--- src/rtl/bus_transfer_controller_pkg.sv ---
// Shared bus definitions: data bus width, controller FSM encoding, index-width helper.
package bus_transfer_controller_pkg;

    localparam int BUS_W = 16;

    typedef enum logic [2:0] {
        IDLE  = 3'd0,
        DRIVE = 3'd1,
        LATCH = 3'd2,
        HOLD  = 3'd3,
        DONE  = 3'd4
    } state_t;

    function automatic int idx_w(input int n);
        return (n > 1) ? $clog2(n) : 1;
    endfunction

endpackage

--- src/rtl/bus_transfer_controller_onehot_decoder.sv ---
// Index + valid to one-hot (or all-zero) vector; purely combinational, out-of-range index yields zero.
module onehot_decoder #(
    parameter int N     = 8,
    parameter int IDX_W = 3
) (
    input  logic [IDX_W-1:0] idx,
    input  logic             vld,
    output logic [N-1:0]     onehot
);

    always_comb begin
        onehot = '0;
        if (vld && (int'(idx) < N)) begin
            onehot[idx] = 1'b1;
        end
    end

endmodule

--- src/rtl/bus_transfer_controller.sv ---
// Sequences one register-to-register move on the shared bus: drive, settle, latch, hold, done.
// Valid transfer spans SETTLE_CYCLES+3 cycles (BUS_XFER_SETTLE_EN) or 4 cycles otherwise; req_ready only in IDLE.
module bus_transfer_controller
    import bus_transfer_controller_pkg::*;
#(
    parameter  int NUM_REGS      = 8,
    parameter  int SETTLE_CYCLES = 2,
    localparam int IDX_W         = idx_w(NUM_REGS)
) (
    input  logic                clk,
    input  logic                rst,
    input  logic                req_valid,
    output logic                req_ready,
    input  logic [IDX_W-1:0]    req_src,
    input  logic [IDX_W-1:0]    req_dst,
    output logic [NUM_REGS-1:0] enable,
    output logic [NUM_REGS-1:0] latch,
    output logic                busy,
    output logic                done,
    output logic                err
);

    if (SETTLE_CYCLES < 1 || SETTLE_CYCLES > 15) begin : g_bad_settle
        $error("SETTLE_CYCLES must be within 1..15");
    end

    state_t               state;
    state_t               state_nxt;
    logic [IDX_W-1:0]     src;
    logic [IDX_W-1:0]     dst;
    logic [IDX_W-1:0]     src_nxt;
    logic [IDX_W-1:0]     dst_nxt;
    logic                 bad;
    logic                 accept;
    logic                 reject;
    logic                 settle_last;
    logic                 en_vld;
    logic                 lat_vld;
    logic [NUM_REGS-1:0]  enable_nxt;
    logic [NUM_REGS-1:0]  latch_nxt;

    assign accept = req_valid && (state == IDLE);
    assign reject = (req_src == req_dst) ||
                    (int'(req_src) >= NUM_REGS) ||
                    (int'(req_dst) >= NUM_REGS);

`ifdef BUS_XFER_SETTLE_EN
    localparam logic [3:0] SETTLE_LOAD = 4'(SETTLE_CYCLES - 1);
    logic [3:0] settle_cnt;

    // Loaded at acceptance so the count is already primed on the first DRIVE cycle.
    always_ff @(posedge clk or posedge rst) begin
        if (rst) begin
            settle_cnt <= 4'd0;
        end else if (accept) begin
            settle_cnt <= SETTLE_LOAD;
        end else if (state == DRIVE && settle_cnt != 4'd0) begin
            settle_cnt <= settle_cnt - 4'd1;
        end
    end

    assign settle_last = (settle_cnt == 4'd0);
`else
    assign settle_last = 1'b1;
`endif

    always_ff @(posedge clk or posedge rst) begin
        if (rst) begin
            state <= IDLE;
        end else begin
            state <= state_nxt;
        end
    end

    always_comb begin
        state_nxt = state;
        case (state)
            IDLE:    if (accept) state_nxt = reject ? DONE : DRIVE;
            DRIVE:   if (settle_last) state_nxt = LATCH;
            LATCH:   state_nxt = HOLD;
            HOLD:    state_nxt = DONE;
            DONE:    state_nxt = IDLE;
            default: state_nxt = IDLE;
        endcase
    end

    // Strobes are decoded from the next state so the flops present them in the state they belong to.
    always_comb begin
        src_nxt = accept ? req_src : src;
        dst_nxt = accept ? req_dst : dst;
        en_vld  = (state_nxt == DRIVE) || (state_nxt == LATCH) || (state_nxt == HOLD);
        lat_vld = (state_nxt == LATCH);
    end

    onehot_decoder #(.N(NUM_REGS), .IDX_W(IDX_W)) u_enable_dec (
        .idx    (src_nxt),
        .vld    (en_vld),
        .onehot (enable_nxt)
    );

    onehot_decoder #(.N(NUM_REGS), .IDX_W(IDX_W)) u_latch_dec (
        .idx    (dst_nxt),
        .vld    (lat_vld),
        .onehot (latch_nxt)
    );

    always_ff @(posedge clk or posedge rst) begin
        if (rst) begin
            enable <= '0;
            latch  <= '0;
            src    <= '0;
            dst    <= '0;
            bad    <= 1'b0;
        end else begin
            enable <= enable_nxt;
            latch  <= latch_nxt;
            if (accept) begin
                src <= req_src;
                dst <= req_dst;
                bad <= reject;
            end
        end
    end

    assign req_ready = (state == IDLE);
    assign busy      = (state != IDLE);
    assign done      = (state == DONE);
    assign err       = (state == DONE) && bad;

endmodule

--- config.mk ---
export PLATFORM = sky130hd
export DESIGN_NAME = bus_transfer_controller
export DESIGN_NICKNAME = d
export VERILOG_FILES = /design/src/rtl/bus_transfer_controller_pkg.sv /design/src/rtl/bus_transfer_controller_onehot_decoder.sv /design/src/rtl/bus_transfer_controller.sv
export SDC_FILE = /design/constraint.sdc
export NUM_CORES = 1
export LEC_CHECK = 0
export CAP_MARGIN = 20
export CORE_ASPECT_RATIO = 1.75
export CORE_MARGIN = 1.5
export CORE_UTILIZATION = 43
export DETAILED_ROUTE_END_ITERATION = 7
export MAX_ROUTING_LAYER = met4
export PLACE_DENSITY = 0.74
export REMOVE_ABC_BUFFERS = 1
export SETUP_SLACK_MARGIN = 0.5
export SYNTH_ARGS = -nofsm -noshare
export SYNTH_HDL_FRONTEND = slang
export SYNTH_SLANG_ARGS = --single-unit
--- constraint.sdc ---
create_clock -name clk -period 1.9 [get_ports clk]
set_input_delay 0.19 -clock clk [delete_from_list [all_inputs] [get_ports clk]]
set_output_delay 0.19 -clock clk [all_outputs]
set_load 0.01 [all_outputs]
==> impl_metrics.csv <==
group,metric,value,unit
placement,placed_cell_area,1444,µm²
clock_network,htreeDepth,1,
synthesis,syn-cell-area,1139,µm²
sta,rsz0062_at_grt,"true",
synthesis,seq_area_frac_synth,0.5714,
global_route,grt_max_degree,27,
clock_network,cts_buffers,3,
min_path,hp-class,"input pin to async pin",
floorplan,die_w,41.90,µm
detailed_routing,routed_via_density,5.234,
synthesis,synth_most_common_cell,"dfrtp_1",
synthesis,ys_warn_count,0,
setup_path,required,2080,ps
job,cap_violations,0,
sta,worst_slew_pin_slew,388.4,ps
floorplan,die_area,2978,µm²
global_route,grt_pass1_vias,904,
finish,diodes,0,
sta,finalHoldViolCount,0,
clock_network,max-clock-path-buffers,2,
sta,slew_violations,0,
finish,utilization,0.6807,
sta,fmax,576.7,MHz
floorplan,core,2492,µm²
global_route,grt_pass1_wl,4146,µm
setup_path,endpoint_kind,"flop",
detailed_routing,final_antenna_net_count,0,
placement,hpwlAfterDp,1534,µm
detailed_routing,drt_iter0_markers,21,
setup_path,crit_fanout,8,
floorplan,die-height,71.07,µm
setup_path,crit_type,"flop to flop",
synthesis,synth_top_area_frac,0.5714,
pwr,p_per_area,1552,nW/µm²
status,run_status,"finished clean",
placement,gp_congestion,0.7229,
sta,fin_crit,1734,ps
placement,place_inst,157,
finish,final_cells,171,
synthesis,syn_inst,102,
synthesis,synth_commonest_cells,"dfrtp_1, nor3_1, nand2_1, nor2_1, inv_1",
synthesis,synth_top_flop_cell,"dfrtp_1",
detailed_routing,avgRoutedWirePerCell,14.52,µm
pwr,swShare,0.3830,
synthesis,synth_cell_types,28,
global_route,gr-total-overflow,0,
pwr,p_leak,0.7715,nW
detailed_routing,num_vias,895,
setup_path,start_kind,"flop",
pwr,clkPwrFrac,0.132,
global_route,antenna_found_initial,0,
synthesis,synth_seq_cells,26,
clock_network,clkLatencyLatePin,260,ps
clock_network,cts_num_sinks,26,
finish,drive_gt1_frac,0.3586,
pwr,p_sw,1.008,mW
placement,io_buffers,28,
synthesis,synthArstFlopShare,1.000,
synthesis,synth_edf_count,0,
pwr,vdd_drop_max,1052,µV
clock_network,cts_tree,"yes",
sta,fin_tns_setup,0,ps
floorplan,initial_core_util,0.4568,
sta,period_share,0.9126,
synthesis,synth.area.top_cells,"dfrtp_1, nor3_1, buf_6",
synthesis,synth.avg_cell_area,11.16,µm²
finish,area_delta_synth_final,49.01,%
clock_network,clk_pin_slew_worst_paths,90,ps
global_route,grt_usage,0.1871,
pwr,pwr-share-seq,0.325,
sta,slew_headroom,0.7399,
sta,clock_skew,1.471,ps
pwr,internal-power,1.624,mW
synthesis,synth_area_leader_cell,"dfrtp_1",
detailed_routing,dr.pass1.iters,4,
detailed_routing,drc,0,
floorplan,num_rows,24,
finish,layout.nets,155,
pwr,p_comb_frac,0.542,
sta,hold_slack,274.3,ps
finish,fill_cells,184,
sta,finalSetupViolations,0,
finish,final_area,1697,µm²
detailed_routing,routed_wl,2483,µm
clock_network,cts_root_buf,"clkbuf_8",
floorplan,pin_count,29,
setup_path,critPathArrivalTime,1910,ps
flip-flops by register name (all words and copies together) (netlist names):
name,flops
bad,1
src,3
dst,3
enable,8
state,3
latch,8
power by group through the flow:
stage               Clock (mW)  Combinational (mW)  Sequential (mW)
floorplan                    0               0.576            0.887
global placement             0                1.01            0.840
detailed placement           0                1.04            0.845
CTS                      0.350                1.28            0.842
global route             0.380                1.53            0.879
finish                   0.348                1.43            0.857
cell type report:
class | count | area (µm²) | share of cell area
sequential | 26 | 651.9 | 0.3842
multi-input combinational | 64 | 514.2 | 0.3031
clock buffer | 4 | 55.05 | 0.03245
tap | 26 | 32.53 | 0.01917
timing repair buffer | 44 | 414.1 | 0.2441
inverter | 7 | 28.78 | 0.01696
path summary, 6_finish.rpt:
path	startpoint	end	slack, ps	cells past startpoint
worst max-delay path	state[0]$_DFF_PP0_	enable[5]$_DFF_PP0_	170	4
worst min-delay path	rst	enable[5]$_DFF_PP0_	270	3
worst max register to register	state[0]$_DFF_PP0_	enable[5]$_DFF_PP0_	170	4
worst min register to register	bad$_DFFE_PP0N_	bad$_DFFE_PP0N_	500	2
max in group asynchronous	rst	state[2]$_DFF_PP0_	1370	3
min in group clk	bad$_DFFE_PP0N_	bad$_DFFE_PP0N_	500	2
worst max-delay path, cell delays in order (launching register included):
cell and delay, ps:
dfrtp_1 410, or4b_4 650, a31oi_4 230, o21ai_4 140
nor3_2 220
cell families after synthesis:
group	synth area share
compound gates	0.07143
mux	0.02418
simple gates	0.2308
buf+inv	0.07143
flops	0.5714
xor+xnor	0.03077
through the flow:
step | total power [mW] | worst slack, ps
CTS | 2.469 | 208.9
detailed placement | 1.883 | 7.909
global route | 2.790 | 124.3
global placement | 1.849 | 80.22
finish | 2.633 | 166.1
floorplan | 1.464 | 221.5
metal layers:
metal | part of all wire | track usage
met1 | 0.39 | 0.2179
met3 | 0.039 | 0.02041
met2 | 0.55 | 0.3194
met4 | 0.019 | 0.08244
met5 | 0 | -
repair_timing:
action,in CTS,in global routing
cloned,1,0
hold buffers,0,0
pin swaps,7,7
endpoints found under the hold margin,0,0
endpoints found under the setup margin,27,29
buffers inserted,6,3
resized for setup,28,14
cell usage in the layout (no fill, tap or decap), types with 2 or more instances in the layout:
cell type	synthesis	final
buf_6	4	3
nor3b_1	2	2
nor3_1	12	5
clkdlybuf4s50_1	0	24
a31oi_1	4	3
clkdlybuf4s15_2	0	2
nand2_1	11	8
buf_4	1	11
nor2_1	11	9
clkbuf_8	0	4
dfrtp_1	26	25
xnor2_1	4	4
nand2_2	0	2
mux2i_4	0	2
inv_1	6	5
buf_2	0	2
nand3b_1	2	2
nor3_2	0	6
(Power assumes the default switching activity.)
